<file path="src/rtl/gate_bist_controller.sv">
// BIST driver for combinational gate models: LFSR stimulus out, MISR response compaction in.
// Define BIST_COMPARE_EN to build the end-of-run golden-signature comparator driving pass.
module gate_bist_controller #(
    parameter int              IN_W      = 22,
    parameter int              OUT_W     = 10,
    parameter int              CNT_W     = 16,
    parameter logic [IN_W-1:0] LFSR_TAPS = 22'h300000,
    parameter logic [OUT_W-1:0] MISR_TAPS = 10'h240,
    parameter logic [IN_W-1:0] SEED      = 22'h000001
) (
    input  logic             clk,
    input  logic             rst_n,
    input  logic             start,
    input  logic [CNT_W-1:0] num_patterns,
    output logic [IN_W-1:0]  stim,
    input  logic [OUT_W-1:0] resp,
    input  logic [OUT_W-1:0] expected_sig,
    output logic             busy,
    output logic             done,
    output logic [OUT_W-1:0] signature,
    output logic             pass
);

    // state   | meaning
    // IDLE    | waiting for start, stim forced to 0
    // APPLY   | stim driven from LFSR, gate model settling
    // CAPTURE | stim held, resp folded into MISR at closing edge
    // DONE    | one-cycle done pulse, signature final
    typedef enum logic [1:0] {IDLE, APPLY, CAPTURE, DONE} state_t;

    // An all-zero seed would lock the LFSR at zero.
    localparam logic [IN_W-1:0] SEED_EFF = (SEED == '0) ? IN_W'(1) : SEED;

    state_t           state;
    logic [CNT_W-1:0] cnt;
    logic [IN_W-1:0]  lfsr;
    logic [OUT_W-1:0] misr;
    logic [IN_W-1:0]  lfsr_next;
    logic [OUT_W-1:0] misr_next;

    assign lfsr_next = {lfsr[IN_W-2:0], ^(lfsr & LFSR_TAPS)};
    assign misr_next = {misr[OUT_W-2:0], ^(misr & MISR_TAPS)} ^ resp;
    assign signature = misr;

`ifdef BIST_COMPARE_EN
    logic pass_q;
    assign pass = pass_q;
`else
    logic unused_expected_sig;
    assign unused_expected_sig = ^expected_sig;
    assign pass = 1'b0;
`endif

    always_ff @(posedge clk or negedge rst_n) begin
        if (!rst_n) begin
            state <= IDLE;
            cnt   <= '0;
            lfsr  <= SEED_EFF;
            misr  <= '0;
            stim  <= '0;
            busy  <= 1'b0;
            done  <= 1'b0;
`ifdef BIST_COMPARE_EN
            pass_q <= 1'b0;
`endif
        end else begin
            case (state)
                IDLE: begin
                    done <= 1'b0;
                    if (start) begin
                        cnt  <= num_patterns;
                        lfsr <= SEED_EFF;
                        misr <= '0;
                        if (num_patterns != '0) begin
                            state <= APPLY;
                            busy  <= 1'b1;
                            stim  <= SEED_EFF;
`ifdef BIST_COMPARE_EN
                            pass_q <= 1'b0;
`endif
                        end else begin
                            state <= DONE;
                            done  <= 1'b1;
`ifdef BIST_COMPARE_EN
                            pass_q <= (expected_sig == '0);
`endif
                        end
                    end
                end
                APPLY: begin
                    state <= CAPTURE;
                end
                CAPTURE: begin
                    misr <= misr_next;
                    lfsr <= lfsr_next;
                    cnt  <= cnt - CNT_W'(1);
                    if (cnt == CNT_W'(1)) begin
                        state <= DONE;
                        busy  <= 1'b0;
                        done  <= 1'b1;
                        stim  <= '0;
`ifdef BIST_COMPARE_EN
                        // Compare against the value being written so pass is valid alongside done.
                        pass_q <= (misr_next == expected_sig);
`endif
                    end else begin
                        state <= APPLY;
                        stim  <= lfsr_next;
                    end
                end
                DONE: begin
                    state <= IDLE;
                    done  <= 1'b0;
                end
                default: begin
                    state <= IDLE;
                end
            endcase
        end
    end

endmodule
</file>
<file path="config.mk">
export PLATFORM = sky130hd
export DESIGN_NAME = gate_bist_controller
export DESIGN_NICKNAME = d
export VERILOG_FILES = /design/src/rtl/gate_bist_controller.sv
export SDC_FILE = /design/constraint.sdc
export NUM_CORES = 1
export LEC_CHECK = 0
export BUFFER_PORTS_ARGS = -buffer_cell sky130_fd_sc_hd__buf_4
export CAP_MARGIN = 40
export CORE_UTILIZATION = 45
export CTS_CLUSTER_SIZE = 40
export DETAILED_ROUTE_END_ITERATION = 10
export PLACE_DENSITY = 0.74
export SLEW_MARGIN = 20
export SYNTH_ARGS = -nofsm -noshare
export SYNTH_HDL_FRONTEND = slang
export SYNTH_SLANG_ARGS = --single-unit
export TNS_END_PERCENT = 50
</file>
<file path="constraint.sdc">
create_clock -name clk -period 2.6 [get_ports clk]
set_input_delay 0.13 -clock clk [delete_from_list [all_inputs] [get_ports clk]]
set_output_delay 0.13 -clock clk [all_outputs]
set_load 0.005 [all_outputs]
</file>
### Yosys cells after proc, flatten, opt, wreduce, memory -nomap -nowiden

Index checks and enable logic that the tools add are counted.

| word-level totals | value |
|---|---|
| memories kept | 0 |
| bits in read-only memories | 0 |
| RAM bits | 0 |
| input port bits | 39 |
| bits in latches | 0 |
| bits in registers | 74 |

| cells by class | value |
|---|---|
| shift operators | 0 |
| div/mod/pow operators | 0 |
| $add $sub $neg | 1 |
| equal/unequal tests | 7 |
| muxes and demuxes | 22 |
| $lt $le $gt $ge | 0 |
| bitwise operators | 1 |
| $mul | 0 |
| reduce and logical (&&, ||, !) cells | 10 |

Operator list:

| kind | count |
|---|---|
| 22-bit 2-to-1 mux | 4 |
| 22-bit one-hot mux with 2 select lines | 2 |
| 16-bit one-hot mux with 2 select lines | 1 |
| 22-bit parity | 1 |
| 10-bit one-hot mux with 2 select lines | 1 |
| 16-bit by 1-bit == test with 1-bit output (second input constant) | 1 |
| 16-bit 2-to-1 mux | 1 |
| 16-bit nonzero test | 1 |
| 16-bit by 1-bit subtractor with 16-bit output (second input constant) | 1 |
| 10-bit 2-to-1 mux | 1 |
| 10-bit parity | 1 |
| 10-bit XOR | 1 |
| 2-bit one-hot mux with 4 select lines | 1 |
| 1-bit 2-to-1 mux | 6 |
| 2-bit 2-to-1 mux | 3 |
| 2-bit != test (second input constant) | 3 |
| 2-bit == test (second input constant) | 2 |
| 2-bit AND reduction | 2 |
| 4-bit AND reduction | 1 |
| 1-bit one-hot mux with 3 select lines | 1 |
| 3-bit AND reduction | 1 |
| 3-bit nonzero test | 1 |
| 2-bit by 1-bit == test with 1-bit output (second input constant) | 1 |
| 2-bit logical NOT | 1 |
| other kinds (2) | 2 |

### Depth between registers and ports, before layout

Gate-level depths: netlist of run 1.

| logic depth | value |
|---|---|
| word-level depth | 4 |
| gate-level depth with buffers | 7 |

### Worst setup path before layout of run 1

No wires, ideal clock.

| timing | value |
|---|---|
| path type | reg2reg |
| start point | register cnt[1] |
| end point | register stim[10] |
| path buffers | 1 |
| setup slack | 0.756 ns |
| data required time | 2.479 ns |
| cell stages (with the launch flop) | 8 |
| arrival time | 1.723 ns |
| library setup time | 0.121 ns |
| clock period less this slack | 1.844 ns |
| cell sequence | dfrtp_1 -> inv_1 -> ha_1 -> or4b_4 -> nor3_4 -> a21oi_2 -> buf_6 -> a22o_1 |

| on the way | value |
|---|---|
| word-level cells in the longest chain between the ends | 3 |

Ends and longest elaborated chain:

| item | RTL line | RTL |
|---|---|---|
| start, declared | 35 | `logic [CNT_W-1:0] cnt;` |
| start signal, assigned | 71 | `cnt <= num_patterns;` |
| start signal, assigned | 96 | `cnt <= cnt - CNT_W'(1);` |
| 16-bit by 1-bit == test with 1-bit output | 97 | `if (cnt == CNT_W'(1)) begin` |
| 22-bit 2-to-1 mux | 97 |  |
| 22-bit one-hot mux with 2 select lines | 67 | `case (state)` |
| end signal, assigned | 108 | `stim <= lfsr_next;` |
| end, declared | 15 | `output logic [IN_W-1:0] stim,` |

No other way between the ends.
A chain may end at the register's enable or synchronous reset.

### Worst setup path in the final report of run 1

| timing | value |
|---|---|
| start point | register cnt[1] |
| end point | register stim[9] |

The elaborated chain is that of the path after synthesis.

==> results of run 1 <==
## registers in the layout, summed over array words and instances, names as in the netlist
name and flops:
state 2, done 1, stim 22, signature 10, lfsr 22, busy 1
cnt 16
## cells by family after synthesis
| family | count (synthesis) |
|---|---|
| XOR/XNOR | 14 |
| other | 1 |
| adder cells (fa/ha/maj) | 2 |
| buffers and inverters | 29 |
| flip-flops | 74 |
| AO/OA/AOI/OAI | 112 |
| AND/OR/NAND/NOR | 73 |
| multiplexers | 3 |
## stage by stage
| step | util [%] | setup slack (ns) | area (sq um) | total power, uW | hold slack [ns] |
|---|---|---|---|---|---|
| after CTS | 57.4 | 0.473 | 4180 | 4000 | 0.0584 |
| after floorplan | - | 0.756 | 3420 | 2620 | -0.166 |
| after global routing | 57.4 | 0.360 | 4180 | 4240 | 0.0634 |
| final | 57.4 | 0.474 | 4180 | 3960 | 0.0690 |
| after detailed placement | 54.6 | 0.494 | 3980 | 3100 | 0.0704 |
| after global placement | 54.0 | 0.494 | 3940 | 3050 | 0.324 |
## cells in the final DEF (no fill, tap or decap), drive strengths merged, types with 4 or more instances in the layout
cell type and instances:
o22ai 9, nor2 19, clkinv 4, nor3 6, buf 70, dfrtp 73
a21oi 23, o21ai 13, inv 5, nand2 17, nand2b 4, a22o 43
nor4 5, clkbuf 10, nand3 5, a211oi 5, xnor2 13
## layer usage
metal	GRT usage [%]	vias to the layer above
li1	-	1259
met1	28.3	1306
met2	32.8	85
met3	6.09	10
met4	5.19	0
met5	0	-
## final timing paths
path                       slack (ns)                start                        to
max                              0.47   cnt[1]$_DFFE_PN0P_       stim[9]$_DFFE_PN0P_
min                              0.07              resp[9]  signature[9]$_DFFE_PN0P_
max reg2reg                      0.47   cnt[1]$_DFFE_PN0P_       stim[9]$_DFFE_PN0P_
min reg2reg                      0.50  stim[8]$_DFFE_PN0P_       stim[8]$_DFFE_PN0P_
max in group asynchronous        1.76                rst_n       lfsr[0]$_DFFE_PN1P_
min in group asynchronous        0.24                rst_n       cnt[11]$_DFFE_PN0P_
## final cells by class
cell class	instances	area (sq um)
Sequential cell	74	1850
Multi-Input combinational cell	205	1430
Fill cell	651	3110
Clock buffer	10	128
Timing Repair Buffer	71	563
Inverter	5	18.8
Clock inverter	6	65.1
Tap cell	99	124
## worst min-delay path: stages
cell     delay (ns)
buf_4          0.08
xnor2_1        0.10
o21ai_0        0.06
## repair_timing
action                                 CTS  global route
hold buffers                             1             0
setup endpoints to repair                0             0
endpoints found under the hold margin   24             0
setup buffers                            0             0
## power breakdown
group	total [uW]	internal [uW]	switching, uW
Clock	884	445	439
Combinational	1260	614	647
Sequential	1820	1450	371
Total	3960	2510	1460
==> run metrics, run 1 <==
Post-synth ARST share 100%; Placed Instances ~450; crit path kind reg2reg; count leader, synth dfrtp_1; Peak Freq ~470 MHz; Initial DRT Pass Iterations 4; number of global-route vias before repair about 2,500; initial antenna violation count 0; Avg Cell Area, Syn 11.1 sq um; CTS Sinks 74; Compound-Gate Fraction of Synth Area about a quarter; critical path depth 7; PostCTS Resize Cnt 0; post-synthesis simple-gate area fraction roughly an eighth; # rows 31; HP Class in2reg; H-tree depth 3; GRT Util Overall roughly a fifth; Buf+Inv Stages, Crit Path 2; mux contribution to synthesized area less than 1%; top cells by area, synth dfrtp_1 53%, a22o_1 11%, xnor2_1 3.3%; crit path cell chain inv_1 > ha_1 > or4b_4 > nor3_4 > a21oi_2 > buf_8 > a22o_1; die extent in x 89.2 microns; Final min period 2.13 ns; adder-cell share of the synthesized area less than 1%; IO Port Bufs 62; CTS tree yes; max-slew violations 0; Syn Std Cell Area ~0.0034 sq mm; critical-path maximum fanout 15; routed wire length roughly 7.7 mm; post-synthesis xor/xnor area fraction under 10%; DRC 0; Syn Nets between 300 and 400; Num CTS Buffers 9; first-pass GRT wire length between 10 and 15 mm; final std cells w/o fill between 400 and 500; I/O Pins 74; Top delay family on crit path simple AND/OR/NAND/NOR gates; delay of the slowest critical-path stage between 0.4 and 0.5 ns; GP Congestion approximately 0.87; critical path arrival 2.36 ns; Static Leak 0.00192 uW; synthesized flop and latch total 74; DRT iter0 DRCs between 100 and 150; slowest cell on the critical path or4b_4; met1 WL approximately 3.5 mm; routed vias/inst 5.66; Final TNS setup 0 ns; Final Hold Viols 0; Detail Placement HPWL slightly above 5 mm; synthesis-to-finish area growth 22.4%; die height just under 90 microns; worst-case reg-to-reg path depth 7; Ys Warns 0; diode count 0; Syn Inst Count 308; Worst Setup End Kind flop; area of the core 0.00729 sq mm; post-synth top area share a little over half; Final Skew between 0.006 and 0.007 ns; top post-synthesis cells by count 73 x dfrtp_1, 43 x a22o_1, 22 x a21oi_1; fin nets just over 400; Seq/Total Area, Yosys a little over half; RSZ-0062 raised after global routing no; Overflow after GRT 0; Die Area slightly below 0.008 sq mm; distinct cell type count after synthesis 57; EDFF count, synth 0; met3 wire len about 540 microns; share of post-route cells with drive strength above 1 26.4%; Top FF cell, synth dfrtp_1; status finished clean; largest net degree at the start of global routing between 50 and 60; Worst-path clk slew 0.08 ns; maximum buffer depth of the clock tree 2; Synth area leader dfrtp_1; clk_lat worst skew between 0.3 and 0.4 ns; max cap viols 0; CTS Root Buffer Type clkbuf_8; wire length on met2 between 3 and 4 mm; via count between 2,000 and 3,000; top sig layer met4; largest family of logic cells by synthesized area compound AO/OA/AOI/OAI gates; Initial Util a little under half; fin crit share 81.8%; pwr dens 948 mW/mm^2; Final Setup Violations 0; worst vdd ir between 0.4 and 0.5 mV; worst hold path depth 3; Worst Setup Start Kind flop; CP Data Required Time about 2.8 ns; average routed wire per standard cell 16.5 microns; ANT nets after route 0
(Power assumes the default switching activity.)
==> inputs of run 2 (changes only) <==
--- a/config.mk
+++ b/config.mk
@@ -10,7 +10,7 @@
 export CORE_UTILIZATION = 45
 export CTS_CLUSTER_SIZE = 40
 export DETAILED_ROUTE_END_ITERATION = 10
-export PLACE_DENSITY = 0.74
+export PLACE_DENSITY = 0.77
 export SLEW_MARGIN = 20
 export SYNTH_ARGS = -nofsm -noshare
 export SYNTH_HDL_FRONTEND = slang
==> constraint.sdc (replaced) <==
create_clock -name clk -period 1.8 [get_ports clk]
set_input_delay 0.09 -clock clk [delete_from_list [all_inputs] [get_ports clk]]
set_output_delay 0.09 -clock clk [all_outputs]
set_load 0.005 [all_outputs]
==> run 2 against run 1 <==
The flow now finishes with violations (setup timing). First-iteration DRC count increased by 23%. Core utilization increased by 2.1 points. Register-to-register slack lost 0.54 ns. Wire length grew 2.5%. Via count up 4.0%. Non-clock buffer count rose by 23. Clock-buffer cell count up 1.
==> run metrics, run 2 (synthesized netlist as in run 1, its figures left out) <==
critical-path maximum fanout 21 (+6); Area after DPL 0.00415 sq mm (+4.3%); number of fill cells 646 (-0.77%); final hold slack 0.0306 ns (-0.0384 ns); final instance area 0.00434 sq mm (+3.6%); Overflow after GRT 0 (unchanged); multi-input logic area 0.00143 sq mm (unchanged); Worst-path clk slew 0.07 ns (about the same); via count 2,767 (+4.0%); CTS Sinks 74 (unchanged); Final Setup Violations 24 (+24); Final Skew 0.00583 ns (-0.000326 ns); Die Area 0.00795 sq mm (unchanged); status finished with violations; Tot Pwr 5850 uW (+48%); die extent in x 89.2 microns (unchanged); CP Data Required Time 2.03 ns (-0.80 ns); clk_lat worst skew 0.34 ns (about the same); number of global-route vias before repair 2,697 (+9.3%); IO Port Bufs 62 (unchanged); delay of the slowest critical-path stage 0.46 ns (about the same); area of the core 0.00729 sq mm (unchanged); Initial DRT Pass Iterations 4 (unchanged); crit path cell chain inv_2 > ha_1 > or4b_4 > nor3_4 > a21oi_2 > buf_12 > a22o_1; Static Leak 0.00201 uW (+4.7%); initial antenna violation count 0 (unchanged); Final TNS setup -1.24 ns (-1.24 ns); slew at the pin with the worst max-slew slack just over 0.5 ns; DRC 0 (unchanged); CTS Root Buffer Type clkbuf_8; # rows 31 (unchanged); diode count 0 (unchanged); worst setup margin -0.0697 ns (-0.544 ns); Final Hold Viols 0 (unchanged); fin nets 430 (+5.7%); Largest regs lfsr: 22 flops, stim: 22 flops, cnt: 16 flops; DRT iter0 DRCs 152 (+23%); CTS tree yes; average routed wire per standard cell 16.1 microns (-2.1%); die height 89.2 microns (unchanged); max-slew violations 0 (unchanged); most frequent cells in the layout 91 x buf_4, 73 x dfrtp_1, 43 x a22o_1, 22 x a21oi_1, 19 x nor2_1; worst vdd ir 0.569 mV (+20%); Initial Util 46.9% (unchanged); maximum buffer depth of the clock tree 2 (unchanged); I/O Pins 74 (unchanged); synthesis-to-finish area growth 26.8%; Worst Setup End Kind flop; share of post-route cells with drive strength above 1 31.0% (+4.6 points); pwr dens 1350 mW/mm^2 (+42%); Setup WS pre-CTS -0.0943 ns (-0.588 ns); critical path arrival 2.10 ns (-0.26 ns); Num CTS Buffers 9 (unchanged); largest net degree at the start of global routing 40 (-22%); HP Class in2reg; slowest cell on the critical path or4b_4; Final min period 1.87 ns (-0.256 ns); Detail Placement HPWL 5.51 mm (+7.6%); max cap viols 0 (unchanged); Worst Setup Start Kind flop; ANT nets after route 0 (unchanged); most common cell after layout, fill and taps aside buf_4; slew margin rel. 65.9%; Peak Freq 535 MHz (+14%); fin crit share 104% (+22 points); violated checks setup timing; crit path kind reg2reg; RSZ-0062 raised after global routing yes; Register Area 0.00185 sq mm (unchanged); H-tree depth 3 (unchanged); GP Congestion 0.897 (+3.2%); GRT Util Overall 21.5% (+0.72 points); routed vias/inst 5.62 (-0.63%); first-pass GRT wire length 12.9 mm (+3.4%); routed wire length 7.94 mm (+2.5%)
## run 2: power breakdown
part | switching [uW] | internal (uW)
clock network | 589 | 530
logic | 1090 | 1100
registers | 444 | 2100
## run 2: worst max-delay path: cells and delay by family (launching register included)
| kind | cells | cell delay [ns] |
|---|---|---|
| simple gates | 2 | 0.63 |
| flops | 1 | 0.40 |
| compound gates | 2 | 0.34 |
| fa+ha+maj | 1 | 0.12 |
| buf+inv | 2 | 0.25 |
## run 2: area by class of cell
class                           instances  share of cell area [%]
Sequential cell                        74                    42.7
Multi-Input combinational cell        205                    33.0
Timing Repair Buffer                   94                    16.9
Clock buffer                           11                    3.26
Tap cell                               99                    2.86
Clock inverter                          4                   0.664
Inverter                                5                   0.519
## run 2: layer usage
metal | global-route usage (%) | share of wire (%) | vias to the layer above
met1 | 29.4 | 48 | 1379
met5 | 0 | 0 | -
li1 | - | - | 1310
met4 | 5.19 | 1.1 | 0
met3 | 5.91 | 4.6 | 8
met2 | 34.4 | 46 | 70
## run 2: metrics by stage
stage / utilization, % / instances
finish: 59.5 / 492
global route: 59.5 / 492
CTS: 59.4 / 492
detailed placement: 56.9 / 476
global placement: 56.9 / 476
floorplan: - / 308
## run 2: timing repair
item | 4_1_cts | 5_1_grt
hold buffers | 1 | 0
gates resized for setup | 0 | 1
buffers inserted | 0 | 0
endpoints found under the setup margin | 25 | 30
endpoints found under the hold margin | 34 | 0
pin swaps | 2 | 1
## run 2: path summary, 6_finish.rpt
| check | from | to | slack, ns | depth (start not counted) |
|---|---|---|---|---|
| min in group asynchronous | rst_n | cnt[6]$_DFFE_PN0P_ | 0.25 | 2 |
| max in group asynchronous | rst_n | signature[7]$_DFFE_PN0P_ | 0.98 | 3 |
| max reg2reg | cnt[1]$_DFFE_PN0P_ | stim[9]$_DFFE_PN0P_ | -0.07 | 7 |
| min reg2reg | stim[3]$_DFFE_PN0P_ | stim[3]$_DFFE_PN0P_ | 0.51 | 1 |
| min | resp[9] | signature[9]$_DFFE_PN0P_ | 0.03 | 3 |
| max | cnt[1]$_DFFE_PN0P_ | stim[9]$_DFFE_PN0P_ | -0.07 | 7 |
==> inputs of run 3 (changes only) <==
--- a/config.mk
+++ b/config.mk
@@ -10,6 +10,7 @@
 export CORE_UTILIZATION = 45
 export CTS_CLUSTER_SIZE = 40
 export DETAILED_ROUTE_END_ITERATION = 10
+export GPL_TIMING_DRIVEN = 0
 export PLACE_DENSITY = 0.77
 export SLEW_MARGIN = 20
 export SYNTH_ARGS = -nofsm -noshare
==> run 3 against run 2 <==
The run still ends with setup timing left. Power grew 0.76%. Combinational power barely moved. Wire length grew 5.4%. Critical path type unchanged. Highest routed layer unchanged.
==> run metrics, run 3 (synthesized netlist as in run 1, its figures left out) <==
Reg2Reg Launch Point cnt[1]$_DFFE_PN0P_; Buf+Inv Stages, Crit Path 2 (unchanged); crit path cell chain inv_2 > ha_4 > or4b_4 > nor3_4 > a21oi_4 > buf_6 > a22o_1; share of post-route cells with drive strength above 1 31.7% (+0.62 points); CP Capture Point stim[4]$_DFFE_PN0P_; Final min period 1.92 ns (+0.0530 ns); first-pass GRT wire length 13.4 mm (+4.0%); GRT Util Overall 22.9% (+1.4 points); number of global-route vias before repair 2,714 (+0.63%); status finished with violations; average routed wire per standard cell 16.8 microns (+4.3%); Detail Placement HPWL 5.63 mm (+2.2%); Final Skew 0.00605 ns (+0.000221 ns); diode count 0 (unchanged); Final Setup Violations 26 (+8.3%); Initial DRT Pass Iterations 5 (+1); maximum buffer depth of the clock tree 2 (unchanged); worst-case reg-to-reg path depth 7 (unchanged); CTS tree yes; Tot Pwr 5890 uW (+0.76%); final instance area 0.00438 sq mm (+1.1%); slew margin rel. 59.7% (-6.2 points); H-tree depth 3 (unchanged); die height 89.2 microns (unchanged); IO Port Bufs 62 (unchanged); Top delay family on crit path simple AND/OR/NAND/NOR gates; r2r setup slk -0.12 ns (-0.05 ns); Initial Util 46.9% (unchanged); CTS Sinks 74 (unchanged); post-layout util 60.1% (+0.65 points); final hold slack 0.0270 ns (-0.00357 ns); Static Leak 0.00202 uW (+0.21%); Overflow after GRT 0 (unchanged); max-slew violations 0 (unchanged); area of the core 0.00729 sq mm (unchanged); largest net degree at the start of global routing 44 (+10%); via count 2,807 (+1.4%); worst vdd ir 0.622 mV (+9.3%); number of fill cells 643 (-0.46%); max cap viols 0 (unchanged); worst setup margin -0.123 ns (-0.0530 ns); Worst-path clk slew 0.08 ns (about the same); Area after DPL 0.00403 sq mm (-3.0%); crit path kind reg2reg; CTS Root Buffer Type clkbuf_8; Worst R2R End stim[4]$_DFFE_PN0P_; slowest cell on the critical path or4b_4; fin nets 435 (+1.2%); critical path depth 7 (unchanged); routed vias/inst 5.65 (+0.43%); die extent in x 89.2 microns (unchanged); most frequent cells in the layout 76 x buf_4, 70 x dfrtp_1, 43 x a22o_1, 22 x a21oi_1, 19 x nor2_1; Num CTS Buffers 9 (unchanged); # rows 31 (unchanged); critical-path maximum fanout 10 (-52%); ANT nets after route 0 (unchanged); Worst Setup End Kind flop; Final Hold Viols 0 (unchanged); Peak Freq 520 MHz (-2.8%); fin crit share 107% (+2.9 points); DRT iter0 DRCs 175 (+15%); clk_lat worst skew 0.35 ns (about the same); critical path arrival 2.17 ns (+0.07 ns); pwr dens 1340 mW/mm^2 (-0.34%); Largest regs lfsr: 22 flops, stim: 22 flops, cnt: 16 flops; GP Congestion 0.879 (-2.1%); HP Class in2reg; synthesis-to-finish area growth 28.2%; Crit. Startpoint cnt[1]$_DFFE_PN0P_; RSZ-0062 raised after global routing yes; DRC 0 (unchanged); Worst Setup Start Kind flop; I/O Pins 74 (unchanged); routed wire length 8.37 mm (+5.4%); initial antenna violation count 0 (unchanged); slew at the pin with the worst max-slew slack 0.605 ns (+0.0959 ns); violated checks setup timing; delay of the slowest critical-path stage 0.47 ns (about the same); most common cell after layout, fill and taps aside buf_4; CP Data Required Time 2.04 ns (about the same); Setup WS pre-CTS -0.234 ns (-0.140 ns); Die Area 0.00795 sq mm (unchanged)
[run 3: cell types whose count changed in the layout (fill, tap and decap cells not counted), moves of 2 or more]
cell / delta
buf_4: -15
clkbuf_2: +7
buf_6: +5
clkbuf_1: +5
dfrtp_1: -3
dfrtp_2: +3
ha_1: -2
ha_4: +2
[run 3: cell type report]
class	instances	area, sq um	area share (%)
well taps	99	124	2.83
inverters	5	22.5	0.514
plain buffers	22	130	2.97
flip-flops and latches	74	1860	42.4
clock inverters	6	42.5	0.971
repair buffers	77	601	13.7
multi-input cells	205	1480	33.8
clock buffers	9	124	2.83
[run 3: metal layers]
layer	up-vias	GRT usage [%]	routed length [microns]
li1	1317	-	-
met1	1382	31.9	3750
met2	94	34.7	3930
met3	14	6.00	536
met4	0	8.37	145
met5	-	0	0
[run 3: how the worst min path moves through the flow]
stage | startpoint | end | slack (ns) | cells past startpoint
floorplan | rst_n | busy$_DFFE_PN0P_ | -0.21 | 0
global placement | rst_n | cnt[4]$_DFFE_PN0P_ | 0.28 | 1
finish | resp[2] | signature[2]$_DFFE_PN0P_ | 0.03 | 3
CTS | resp[2] | signature[2]$_DFFE_PN0P_ | 0.01 | 3
global route | num_patterns[0] | cnt[0]$_DFFE_PN0P_ | 0.03 | 3
detailed placement | rst_n | cnt[4]$_DFFE_PN0P_ | 0.06 | 1
[run 3: timing repair]
action	in CTS	in global routing
gates resized for setup	13	16
setup endpoints to repair	51	57
hold buffers	1	0
gates cloned	1	0
endpoints found under the hold margin	31	0
buffers inserted	11	1
pin swaps	10	2
[run 3: worst min-delay path, stage by stage]
cell and delay [ns]:
buf_4 0.08, xnor2_1 0.10, o21ai_0 0.06
[run 3: through the flow]
stage	cells	setup TNS [ns]
2_1_floorplan	308	-0.543
3_3_place_gp	469	-5.96
3_5_place_dp	470	-7.24
4_1_cts	496	-1.62
5_1_grt	497	-3.61
6_report	497	-2.20
[run 3: report_power, final]
| part | leakage [uW] | switching [uW] | internal, uW | total, uW |
|---|---|---|---|---|
| clock network | 0.0000815 | 630 | 494 | 1120 |
| registers | 0.000959 | 465 | 2100 | 2570 |
| logic | 0.000979 | 1140 | 1070 | 2200 |
| total | 0.00202 | 2230 | 3660 | 5890 |
